## config.mk

```make
export PLATFORM = sky130hd
export DESIGN_NAME = ex_flag_commit
export DESIGN_NICKNAME = d
export VERILOG_FILES = /design/src/rtl/ex_flag_commit.sv
export SDC_FILE = /design/constraint.sdc
export NUM_CORES = 1
export LEC_CHECK = 0
export BUFFER_PORTS_ARGS = -buffer_cell sky130_fd_sc_hd__clkbuf_2
export CAP_MARGIN = 20
export CORE_AREA = 2 2 103 105
export CTS_BUF_LIST = sky130_fd_sc_hd__clkbuf_8
export DETAILED_ROUTE_END_ITERATION = 8
export DIE_AREA = 0 0 105 107
export PLACE_DENSITY_LB_ADDON = 0.05
export SLEW_MARGIN = 10
export SYNTH_ARGS = -nofsm -noshare
export SYNTH_HDL_FRONTEND = slang
export SYNTH_SLANG_ARGS = --single-unit
```

## constraint.sdc

```tcl
create_clock -name clk -period 6.7 [get_ports clk]
set_input_delay 0.335 -clock clk [delete_from_list [all_inputs] [get_ports clk]]
set_output_delay 0.335 -clock clk [all_outputs]
set_load 0.02 [all_outputs]
```

## src/rtl/ex_flag_commit.sv

```systemverilog
// Execute-to-memory commit stage: small result FIFO toward the memory stage,
// plus the architectural carry/zero flags fed back to the ALU.
module ex_flag_commit #(
    parameter int DATA_W = 16,
    parameter int DEST_W = 3,
    parameter int DEPTH  = 2
) (
    input  logic              clk,
    input  logic              reset_n,
    input  logic              in_valid,
    output logic              in_ready,
    input  logic [2:0]        in_opc,
    input  logic [DATA_W-1:0] in_src1,
    input  logic [DATA_W-1:0] in_src0,
    input  logic [DATA_W-1:0] in_result,
    input  logic              in_allow,
    input  logic              in_wr_en,
    input  logic [DEST_W-1:0] in_dest,
    input  logic              flush,
    output logic              out_valid,
    input  logic              out_ready,
    output logic [DATA_W-1:0] out_result,
    output logic [DEST_W-1:0] out_dest,
    output logic              out_wr_en,
    output logic              flag_c,
    output logic              flag_z
);

    localparam int PTR_W = (DEPTH > 1) ? $clog2(DEPTH) : 1;
    localparam int CNT_W = $clog2(DEPTH + 1);
    localparam int ENT_W = DATA_W + DEST_W + 1;

    logic [ENT_W-1:0]  mem [DEPTH];
    logic [PTR_W-1:0]  wr_ptr;
    logic [PTR_W-1:0]  rd_ptr;
    logic [CNT_W-1:0]  count;

    logic              push;
    logic              pop;
    logic [ENT_W-1:0]  wr_entry;

    logic [DATA_W:0]   sum;
    logic              carry;
    logic              res_zero;
    logic              sets_c;
    logic              sets_z;
    logic              flag_c_nxt;
    logic              flag_z_nxt;

    // Handshake: a transfer happens on a rising edge where valid & ready are
    // both high. in_ready depends only on the registered count (and reset),
    // never on out_ready; out_* hold steady while out_valid & ~out_ready.
    // A flush in the same cycle cancels both the push and the pop.
    assign in_ready  = reset_n & (count != CNT_W'(DEPTH));
    assign out_valid = (count != '0);
    assign push      = in_valid & in_ready & ~flush;
    assign pop       = out_valid & out_ready;

    // Squashed instructions still travel as bubbles, just without a write.
    assign wr_entry = {in_result, in_dest, in_wr_en & in_allow};
    assign {out_result, out_dest, out_wr_en} = mem[rd_ptr];

    // Carry is bit DATA_W of the widened sum; shifting keeps the whole sum live.
    assign sum      = {1'b0, in_src1} + {1'b0, in_src0};
    assign carry    = |(sum >> DATA_W);
    assign res_zero = (in_result == '0);

    always_comb begin
        sets_c = 1'b0;
        sets_z = 1'b0;
        case (in_opc)
            3'b001, 3'b010: begin
                sets_c = 1'b1;
                sets_z = 1'b1;
            end
            3'b011, 3'b100, 3'b101, 3'b110: begin
                sets_z = 1'b1;
            end
            default: begin
                sets_c = 1'b0;
                sets_z = 1'b0;
            end
        endcase
    end

    always_comb begin
        flag_c_nxt = flag_c;
        flag_z_nxt = flag_z;
        if (push && in_allow) begin
            if (sets_c) flag_c_nxt = carry;
            if (sets_z) flag_z_nxt = res_zero;
        end
    end

    always_ff @(posedge clk) begin
        if (!reset_n) begin
            wr_ptr <= '0;
            rd_ptr <= '0;
            count  <= '0;
        end else if (flush) begin
            wr_ptr <= '0;
            rd_ptr <= '0;
            count  <= '0;
        end else begin
            if (push) wr_ptr <= wr_ptr + PTR_W'(1);
            if (pop)  rd_ptr <= rd_ptr + PTR_W'(1);
            case ({push, pop})
                2'b10:   count <= count + CNT_W'(1);
                2'b01:   count <= count - CNT_W'(1);
                default: count <= count;
            endcase
        end
    end

    // Storage is cleared on reset so out_* read as zero until the first push.
    always_ff @(posedge clk) begin
        if (!reset_n) begin
            for (int i = 0; i < DEPTH; i++) mem[i] <= '0;
        end else if (push) begin
            mem[wr_ptr] <= wr_entry;
        end
    end

    // push already excludes the flush cycle, so flushed input never touches flags.
    always_ff @(posedge clk) begin
        if (!reset_n) begin
            flag_c <= 1'b0;
            flag_z <= 1'b0;
        end else begin
            flag_c <= flag_c_nxt;
            flag_z <= flag_z_nxt;
        end
    end

endmodule

```

* After elaboration in Yosys (flattened, before gate mapping)
Memory sizes are Yosys's and may differ from the RTL's. A register that Yosys moved wholly into a read port is not among the register bits.
Cells that the tools add are included.
** Word-level totals
- Bits in registers :: 6
- Bits in writable memories :: 40
- Output and inout bits :: 24
- Logic and storage cells :: 49
- Memories :: 1
** Memory list
- mem :: depth 2, bits a word 20, read ports 1, clocked after Yosys merged registers in 1, write ports 2, line 33 : logic [ENT_W-1:0] mem [DEPTH];
** Operators by class
- $add $sub $neg :: 5
- Equal/unequal tests :: 9
- Multiplexer cells :: 12
- Bitwise operators :: 7
- Reductions and logical operators :: 10
** Operators by type and width (count)
- two-way mux 20 bit :: 1
- OR reduction 20 bit :: 1
- adder 16 x 16 -> 17 bit :: 1
- zero test 16 bit :: 1
- two-way mux 1 bit :: 10
- == test 3 bit, second input constant :: 3
- == test 3 x 2 -> 1 bit, second input constant :: 2
- OR reduction 6 bit :: 1
- bitwise AND 1 bit :: 5
- one-hot mux 2 bit (2 select lines) :: 1
- AND reduction 2 bit :: 2
- nonzero test 2 bit :: 2
- OR reduction 2 bit :: 2
- == test 3 x 1 -> 1 bit, second input constant :: 1
- adder 1 bit, second input constant :: 2
- adder 2 x 1 -> 2 bit, second input constant :: 1
- == test 2 x 1 -> 1 bit, second input constant :: 1
- == test 2 bit, second input constant :: 1
- inequality test 2 bit, second input constant :: 1
- NOT 1 bit :: 2
- subtractor 2 x 1 -> 2 bit, second input constant :: 1
- logical AND 1 bit :: 1

* Logic depth before layout (Yosys ltp)
Gate-level depths: netlist of the first run.
- Depth in word-level cells :: 9
- Gate-level depth with buffers :: 7

* Worst setup path after synthesis of the first run
OpenSTA, ideal clock, no wires.
- Path kind :: input -> register
- Start point :: input flush
- End point :: memory mem[0][0] (netlist name) (enable)
- Library setup time :: 425 ps
- Data arrival time :: 2303 ps
- Path slack :: 3972 ps
- Stages on the path :: 4
- Path through :: nand3b_2 -> nor2b_4 -> inv_1 -> o21ai_0
** RTL lines
- start, declared :: line 19 : input logic flush,
- end, declared :: line 33

==> metrics.txt, run 1 <==
via count 1,764; setup violators final 0; Setup CP Type flop to flop; mapped cell area 2466 um2; clock insertion delay at the later pin of the skew report 290 ps; first-pass GRT wire length 9.135 mm; Leak 1.444 nW; crit end category flop; Hold-fix buffers, CTS 0; antenna violations before repair 0; Util after Layout 0.3092; Chip Width 105 um; final period utilization 0.3778; RSZ-0062 raised after global routing no; Max Freq 395.1 MHz; Final Max Tran Viols 0; minimum clock period after layout 2531 ps; Hold WS 333.8 ps; maxcap violations 0; Starting Density 0.2444; die area 11,240 um2; CTS max path bufs 2; area of the multi-input gates 1066 um2; Hold Vio Cnt, Final 0; htree depth 2; status finished, final reports clean; diodes inserted 0; actual slew at the worst max-slew pin 936.5 ps; post-CTS resize count 0; syn nets 273; Num Clock Sinks 47; Post-CTS Setup Bufs 0; GP Congestion 0.6663; Peak supply drop 0.06750 mV; DP HPWL 4.334 mm; 1st-iter DRT viols 85; Root Driver clkbuf_8; Post-DRT Antenna Nets 0; share of layout cells above drive strength 1 0.4321; Worst EP arrival 2530 ps; part of the Yosys area used for sequential elements 0.5439; pin count of the biggest net entering global routing 43; Avg Inst Size Synth 12.58 um2; Hold WC Path Type input pin to flop; Overall Global Routing Usage 0.1052; Seq cells post-synth 47; DRT Wirelength 5.797 mm; fin nets 356; Wirelength per Cell 13.94 um; count of yosys warnings during synthesis 0; CTS buffer count 5; vias in the first global route 1,861; clock-pin slew on the worst setup and hold paths 80 ps; Tot Pwr 0.5800 mW; min setup slack post-route 4169 ps; CTS tree done; Core ar. 10,090 um2; PwrDens 185.9 nW/um2; Seq. cell area 1341 um2; io pins 85; # rows 37; worst setup skew after layout 5.783 ps; Unique masters post-synth 38; WP data required 6700 ps; post-route setup TNS 0 ps; vias per cell 4.240; # fillers 1,096; drt first pass iters 4; Port Buffers 84; critical path startpoint category flop; synth-to-layout area growth 26.53%; Die Y 107 um; Placement Setup Slack 3771 ps; Rel. slew slack 0.3748; post-synthesis cell count 196; Congestion Overflow GR 0; drt drc 0; CP max FO 42
[stage by stage]
step / std cells / cell area (um2)
2_1_floorplan: 196 / 2466
3_3_place_gp: 406 / 3013
3_5_place_dp: 406 / 3013
4_1_cts: 414 / 3094
5_1_grt: 416 / 3120
6_report: 416 / 3120
[per-layer routing]
metal	global-route usage	wire [um]	share of wire	vias to the layer above
met1	0.1320	2645	0.46	790
met3	0.02857	332	0.057	2
met4	0.03143	36	0.0062	0
met2	0.1772	2782	0.48	56
li1	-	-	-	916
met5	0	0	0	-
[sequential cells by signal (all words and copies together) (netlist names), named ones only]
| name | count |
|---|---|
| mem | 40 |
| rd_ptr | 1 |
| flag_c | 1 |
| count | 2 |
| flag_z | 1 |
| wr_ptr | 1 |
[worst max-delay path, stage by stage (launching register included)]
cell and delay (ps):
dfxtp_1 380, nand2b_1 160, nor2b_4 640, inv_1 270
o21ai_2 530, buf_6 250
[final timing paths]
| path | cells after the start | from | slack (ps) | end |
|---|---|---|---|---|
| max | 5 | count[0] | 4170 | mem[1][15] |
| min | 3 | in_allow | 330 | flag_z |
| max reg2reg | 5 | count[0] | 4170 | mem[1][15] |
| min reg2reg | 2 | count[1] | 510 | count[1] |
[layout make-up]
| type | instances | share of cell area |
|---|---|---|
| timing repair buffer | 86 | 0.1431 |
| tap | 136 | 0.05453 |
| sequential | 47 | 0.4298 |
| clock buffer | 5 | 0.02205 |
| inverter | 4 | 0.004812 |
| multi-input combinational | 135 | 0.3416 |
| clock inverter | 3 | 0.004010 |
[synth_stat cells, drive strengths merged]
cell | number | share of area
and4 | 1 | 0.0036
nand2b | 2 | 0.0051
or2b | 1 | 0.0030
a21boi | 2 | 0.0076
dfxtp | 7 | 0.057
a31oi | 1 | 0.0025
a31o | 1 | 0.0036
a21oi | 4 | 0.0081
and2 | 2 | 0.0056
a21o | 1 | 0.0030
or3 | 1 | 0.0025
or2 | 1 | 0.0025
nor4 | 4 | 0.010
nor4b | 1 | 0.0061
mux2 | 20 | 0.091
inv | 4 | 0.0061
nand4 | 5 | 0.013
a221oi | 1 | 0.0036
nand3b | 1 | 0.0046
nor2b | 1 | 0.0056
xnor2 | 4 | 0.014
buf | 3 | 0.0086
ha | 16 | 0.081
nand3 | 3 | 0.0061
xor2 | 1 | 0.0036
a211oi | 2 | 0.0061
edfxtp | 40 | 0.49
o21ai | 6 | 0.012
o211ai | 1 | 0.0030
and3 | 40 | 0.10
clkbuf | 7 | 0.012
nor2 | 6 | 0.0091
nor3 | 4 | 0.0081
nand2 | 2 | 0.0030
[cell families (layout without fill, tap and decap cells)]
| kind of cell | after synthesis | after routing | share of synthesized area |
|---|---|---|---|
| buffers and inverters | 14 | 98 | 0.02688 |
| adder cells (fa/ha/maj) | 16 | 16 | 0.08118 |
| XOR/XNOR | 5 | 5 | 0.01776 |
| multiplexers | 20 | 20 | 0.09133 |
| AND/OR/NAND/NOR | 75 | 75 | 0.1892 |
| AO/OA/AOI/OAI | 19 | 19 | 0.04973 |
| flip-flops | 47 | 47 | 0.5439 |
[placed cells by master, fill, tap and decap left out, drive strengths merged, types with 2 or more instances in the layout]
cell	count
a211oi	2
clkbuf	89
a21boi	2
nand4	5
buf	2
nor4	4
nand2	2
nor3	4
nor2	6
ha	16
a21oi	4
nand2b	2
xnor2	4
inv	6
dfxtp	7
mux2	20
and3	40
edfxtp	40
and2	2
nand3	3
o21ai	6
[power breakdown]
group          internal [mW]  switching (mW)  total (mW)
logic                 0.0394          0.0486      0.0880
clock network         0.0703          0.0874       0.158
registers              0.330         0.00462       0.334
Note: power is estimated with default switching activity, not from simulation.
==> inputs of run 2 (changes only) <==
--- a/config.mk
+++ b/config.mk
@@ -5,12 +5,13 @@
 export SDC_FILE = /design/constraint.sdc
 export NUM_CORES = 1
 export LEC_CHECK = 0
+export ABC_AREA = 1
 export BUFFER_PORTS_ARGS = -buffer_cell sky130_fd_sc_hd__clkbuf_2
 export CAP_MARGIN = 20
-export CORE_AREA = 2 2 103 105
+export CORE_AREA = 2 2 104 106
 export CTS_BUF_LIST = sky130_fd_sc_hd__clkbuf_8
 export DETAILED_ROUTE_END_ITERATION = 8
-export DIE_AREA = 0 0 105 107
+export DIE_AREA = 0 0 106 108
 export PLACE_DENSITY_LB_ADDON = 0.05
 export SLEW_MARGIN = 10
 export SYNTH_ARGS = -nofsm -noshare
==> constraint.sdc (replaced) <==
create_clock -name clk -period 2.45 [get_ports clk]
set_input_delay 0.1225 -clock clk [delete_from_list [all_inputs] [get_ports clk]]
set_output_delay 0.1225 -clock clk [all_outputs]
set_load 0.02 [all_outputs]
==> run 2 against run 1 <==
Effect of this change: via count grew 3.9%; register-to-register slack got worse by 3300 ps; power rose to 2.8 times the previous value; final area rose by 2.4%; largest power group unchanged; sequential power grew to 2.7 times the previous value.
==> metrics.txt, run 2 <==
Synth area leader edfxtp_1 (unchanged); Num Clock Sinks 47 (unchanged); post-synthesis cell count 241 (was 196); diodes inserted 0 (unchanged); dpl cells 460 (was 406); Post-Layout Cell Count 468 (was 416); CTS max path bufs 2 (unchanged); # rows 37 (unchanged); Root Driver clkbuf_8 (unchanged); die area 11,450 um2 (was 11,240 um2); clock insertion delay at the later pin of the skew report 300 ps (was 290 ps); Post-CTS Setup Bufs 0 (unchanged); most common cell after layout, fill and taps aside clkbuf_2 (unchanged); Leak 1.518 nW (was 1.444 nW); Starting Density 0.2469 (was 0.2444); Chip Width 106 um (was 105 um); Hold WS 129.8 ps (was 333.8 ps); setup violators final 0 (unchanged); count of yosys warnings during synthesis 0 (unchanged); top cell type's share of synthesized area 0.4755 (was 0.4871); syn nets 318 (was 273); Largest register FFs 40 (unchanged); DP HPWL 4.173 mm (was 4.334 mm); mapped cell area 2526 um2 (was 2466 um2); Wirelength per Cell 11.76 um (was 13.94 um); Max Freq 632.4 MHz (was 395.1 MHz); crit end category flop (unchanged); min setup slack post-route 868.8 ps (was 4169 ps); share of layout cells above drive strength 1 0.4217 (was 0.4321); fin nets 408 (was 356); Hold Vio Cnt, Final 0 (unchanged); GP Congestion 0.6796 (was 0.6663); Congestion Overflow GR 0 (unchanged); cells on worst reg2reg path 7 (was 5); Sw Share 0.2596 (was 0.2423); first-pass GRT wire length 8.956 mm (was 9.135 mm); CP max FO 20 (was 42); biggest registers after layout mem: 40 flops, count: 2 flops (unchanged); R2R Setup Slk 870 ps (was 4170 ps); Placement Setup Slack 866.5 ps (was 3771 ps); 1st-iter DRT viols 25 (was 85); Async SR Flop Fraction 0 (unchanged); Clock power frac 0.287 (was 0.272); # fillers 1,094 (was 1,096); maxcap violations 0 (unchanged); P_int 1.201 mW (was 0.4395 mW); main area contributors after synthesis edfxtp_1 48%, mux2_2 8.9%, ha_1 7.9% (was edfxtp_1 49%, and3_1 10%, mux2_2 9.1%); drt first pass iters 4 (unchanged); drt drc 0 (unchanged); Port Buffers 84 (unchanged); most common cell in the netlist edfxtp_1; Seq cells post-synth 47 (unchanged); Peak supply drop 0.1708 mV (was 0.06750 mV); Unique masters post-synth 21 (was 38); io pins 85 (unchanged); status finished, final reports clean (unchanged); pin count of the biggest net entering global routing 21 (was 43); actual slew at the worst max-slew pin 294.4 ps (was 936.5 ps); worst setup skew after layout 8.206 ps (was 5.783 ps); Setup CP Type flop to flop (unchanged); Core ar. 10,230 um2 (was 10,090 um2); crit path from count[0] (unchanged); WP data required 2430 ps (was 6700 ps); Final Max Tran Viols 0 (unchanged); Avg Inst Size Synth 10.48 um2 (was 12.58 um2); part of the Yosys area used for sequential elements 0.5310 (was 0.5439); PwrDens 507.4 nW/um2 (was 185.9 nW/um2); Overall Global Routing Usage 0.1023 (was 0.1052); vias in the first global route 1,845 (was 1,861); via count 1,833 (was 1,764); Rel. slew slack 0.8023 (was 0.3748); Commonest cells post-synth 40 x edfxtp_1, 36 x inv_1, 33 x nand2_1 (was 40 x and3_1, 40 x edfxtp_1, 20 x mux2_2); Worst EP arrival 1560 ps (was 2530 ps); Post-synth EDFFs 40 (unchanged); synth-to-layout area growth 26.55% (was 26.53%); Post-DRT Antenna Nets 0 (unchanged); reg2reg end mem[1][14] (was mem[1][15]); critical path startpoint category flop (unchanged); final period utilization 0.6454 (was 0.3778); Crit Reg-Reg Startpoint count[0] (unchanged); DRT Wirelength 5.506 mm (was 5.797 mm); CP endpoint mem[1][14] (was mem[1][15]); post-route setup TNS 0 ps (unchanged); Hold-fix buffers, CTS 0 (unchanged); most frequent cells in the layout 84 x clkbuf_2, 40 x edfxtp_1, 37 x inv_1 (was 84 x clkbuf_2, 40 x and3_1, 40 x edfxtp_1); Psw 0.4211 mW (was 0.1406 mW); Logic pwr share 0.152 (about the same); htree depth 2 (unchanged); Hold WC Path Type input pin to flop (unchanged); CTS buffer count 5 (unchanged); post-CTS resize count 0 (unchanged); minimum clock period after layout 1581 ps (was 2531 ps); antenna violations before repair 0 (unchanged); CTS tree done (unchanged); RSZ-0062 raised after global routing no (unchanged); clock-pin slew on the worst setup and hold paths 90 ps (was 80 ps); Largest Register mem (unchanged); vias per cell 3.917 (was 4.240); top_reg_cell synth edfxtp_1 (unchanged); Sequential Power Share 0.561 (was 0.576); Die Y 108 um (was 107 um)
[run 2: cell count changes after synthesis, moves of 10 or more]
| cell | delta |
|---|---|
| nor2_2 | +18 |
| nand2_1 | +31 |
| and3_1 | -40 |
| nor2_1 | +19 |
| a21oi_1 | +10 |
| inv_1 | +32 |
[run 2: power groups by stage]
stage	combinational (mW)	sequential (mW)	clock, mW
2_1_floorplan	0.145	0.927	0
3_3_place_gp	0.254	0.930	0
3_5_place_dp	0.252	0.930	0
4_1_cts	0.254	0.911	0.481
5_1_grt	0.280	0.915	0.512
6_report	0.247	0.911	0.465
[run 2: logic make-up (layout without fill, tap and decap cells)]
logic type	Yosys count	count (layout)	share of synthesized area
simple gates	92	92	0.1823
fa+ha+maj	16	16	0.07925
flops	47	47	0.5310
compound gates	22	22	0.04508
mux	20	20	0.08915
buf+inv	44	135	0.07330
[run 2: worst max-delay path, cell delays in order (launching register included)]
cell	delay, ps
dfxtp_1	350
inv_1	90
nand2_1	130
nand3_4	110
nor2_2	100
inv_2	120
nand2_1	80
buf_4	270
[run 2: routing by layer]
layer  global-route usage  share of wire  wire length (um)
met2               0.1779           0.48              2651
met5                    0              0                 0
met4              0.03947          0.015                83
met1               0.1186           0.44              2400
met3              0.03134          0.067               369
[run 2: layout make-up]
class / instances / area [um2] / share of cell area
flip-flops and latches: 47 / 1341 / 0.4196
multi-input cells: 150 / 999.7 / 0.3127
clock buffers: 5 / 68.82 / 0.02153
repair buffers: 89 / 457.9 / 0.1432
inverters: 38 / 142.6 / 0.04462
well taps: 136 / 170.2 / 0.05323
clock inverters: 3 / 16.27 / 0.005088
[run 2: per-stage QoR]
step / power [mW] / cell area, um2 / utilization
2_1_floorplan: 1.072 / 2526 / -
3_3_place_gp: 1.183 / 3112 / 0.3041
3_5_place_dp: 1.181 / 3112 / 0.3041
4_1_cts: 1.646 / 3197 / 0.3125
5_1_grt: 1.707 / 3197 / 0.3125
6_report: 1.622 / 3197 / 0.3125
[run 2: how the worst min path moves through the flow]
stage               start        end  slack [ps]  cells past startpoint
2_1_floorplan     reset_n     flag_c         250                      2
3_3_place_gp       rd_ptr       flop         450                      1
3_5_place_dp       rd_ptr       flop         440                      1
4_1_cts           reset_n     flag_z         130                      3
5_1_grt        in_dest[0]  mem[1][1]         140                      3
6_report          reset_n     flag_z         130                      3
==> inputs of run 3 (changes only) <==
==> constraint.sdc (replaced) <==
create_clock -name clk -period 1.3 [get_ports clk]
set_input_delay 0.065 -clock clk [delete_from_list [all_inputs] [get_ports clk]]
set_output_delay 0.065 -clock clk [all_outputs]
set_load 0.02 [all_outputs]
==> run 3 against run 2 <==
Effect of this change: the run now ends with negative setup slack left; largest cell class unchanged; largest power group unchanged; critical path depth fell by 4; clock power up 140%; clock skew grew 4.7 ps.
==> metrics.txt, run 3 (same netlist as run 2, synthesis figures left out) <==
Post-Layout Cell Count 480 (was 468); Final Max Tran Viols 0 (unchanged); Port Buffers 84 (unchanged); Worst EP arrival 1360 ps (was 1560 ps); Max Freq 702.2 MHz; crit end category output pin (was flop); first-pass GRT wire length 9.494 mm (was 8.956 mm); die area 11,450 um2 (unchanged); actual slew at the worst max-slew pin 262.6 ps (was 294.4 ps); diodes inserted 0 (unchanged); Util after Layout 0.3478 (was 0.3125); Setup CP Type flop to output pin (was flop to flop); most frequent cells in the layout 70 x clkbuf_2, 40 x edfxtp_1, 33 x inv_1 (was 84 x clkbuf_2, 40 x edfxtp_1, 37 x inv_1); via count 1,906 (was 1,833); Root Driver clkbuf_8 (unchanged); most common cell after layout, fill and taps aside clkbuf_2 (unchanged); WP data required 1240 ps (was 2430 ps); worst setup skew after layout 12.94 ps (was 8.206 ps); Hold-fix buffers, CTS 0 (unchanged); DRT Wirelength 5.862 mm (was 5.506 mm); Wirelength per Cell 12.21 um (was 11.76 um); Die Y 108 um (unchanged); PwrDens 949.7 nW/um2 (was 507.4 nW/um2); Core ar. 10,230 um2 (unchanged); io pins 85 (unchanged); GP Congestion 0.6952 (was 0.6796); CP max FO 10 (was 20); # fillers 1,081 (was 1,094); antenna violations before repair 0 (unchanged); Hold Vio Cnt, Final 0 (unchanged); Congestion Overflow GR 0 (unchanged); final period utilization 1.095; minimum clock period after layout 1424 ps; maxcap violations 0 (unchanged); 1st-iter DRT viols 40 (was 25); Chip Width 106 um (unchanged); drt drc 0 (unchanged); status complete, but fails checks (was finished, final reports clean); fin nets 420 (was 408); Hold WS 88.43 ps (was 129.8 ps); clock-pin slew on the worst setup and hold paths 100 ps (was 90 ps); Largest Register mem (unchanged); min setup slack post-route -124.0 ps (was 868.8 ps); vias per cell 3.971 (was 3.917); htree depth 2 (unchanged); Overall Global Routing Usage 0.1082 (was 0.1023); clock insertion delay at the later pin of the skew report 300 ps (about the same); CTS buffer count 5 (unchanged); Placement Setup Slack -37.72 ps (was 866.5 ps); drt first pass iters 4 (unchanged); failing checks negative setup slack; # rows 37 (unchanged); share of layout cells above drive strength 1 0.5145 (was 0.4217); Tot Pwr 3.379 mW (was 1.622 mW); CTS tree done (unchanged); dpl cells 468 (was 460); Largest register FFs 40 (unchanged); post-route setup TNS -2662 ps (was 0 ps); Rel. slew slack 0.8236 (was 0.8023); critical path startpoint category flop (unchanged); biggest registers after layout mem: 40 flops, count: 2 flops (unchanged); vias in the first global route 1,980 (was 1,845); CTS max path bufs 2 (unchanged); RSZ-0062 raised after global routing yes (was no); Leak 1.647 nW (was 1.518 nW); synth-to-layout area growth 40.86% (was 26.55%); Starting Density 0.2469 (unchanged); setup violators final 41 (was 0); Hold WC Path Type input pin to flop (unchanged); Placed Area 3271 um2 (was 3112 um2); Num Clock Sinks 47 (unchanged); Peak supply drop 0.6576 mV (was 0.1708 mV); Post-DRT Antenna Nets 0 (unchanged); cell area after layout 3558 um2 (was 3197 um2); pin count of the biggest net entering global routing 21 (unchanged); DP HPWL 4.243 mm (was 4.173 mm)
run 3: changes by cell type in the layout (fill, tap and decap cells not counted), sizes merged:
cell / before / now
clkinvlp: 0 / 1
clkbuf: 89 / 75
buf: 5 / 30
clkinv: 2 / 0
bufinv: 0 / 1
nand2: 33 / 34
run 3: cell type report:
cell class                 count  area, um2  share of cell area
multi-input combinational    151       1124              0.3158
tap                          136      170.2             0.04782
sequential                    47       1350              0.3794
inverter                      38      150.1             0.04219
clock inverter                 3      46.29             0.01301
clock buffer                   5      68.82             0.01934
timing repair buffer         100      649.4              0.1825
run 3: final timing paths:
check	startpoint	cells after the start	to	slack (ps)
setup / recovery	flop	3	out_wr_en	-120
hold / removal	in_result[12]	3	mem[1][16]	90
setup reg to reg	count[0]	5	mem[0][10]	-40
hold reg to reg	rd_ptr	1	flop	450
run 3: worst max-delay path, stage by stage (launching register included):
cell	delay, ps
dfxtp_4	410
buf_12	150
mux2_2	340
buf_2	160
run 3: layer usage:
layer | GRT usage | wire length [um] | vias up
li1 | - | - | 1004
met1 | 0.1363 | 2677 | 854
met2 | 0.1880 | 2868 | 46
met3 | 0.02471 | 273 | 2
met4 | 0.02820 | 42 | 0
met5 | 0 | 0 | -
run 3: repair_timing:
item                                    in CTS  in global routing
gates resized for setup                     12                 40
gates cloned                                 1                  1
endpoints found under the setup margin      24                 62
pin swaps                                    4                  4
setup buffers                                1                  1
run 3: where the power goes:
group	internal, mW	total [mW]	switching (mW)
clock	0.580	1.12	0.541
sequential	1.69	1.71	0.0169
combinational	0.249	0.546	0.298
total	2.52	3.38	0.855
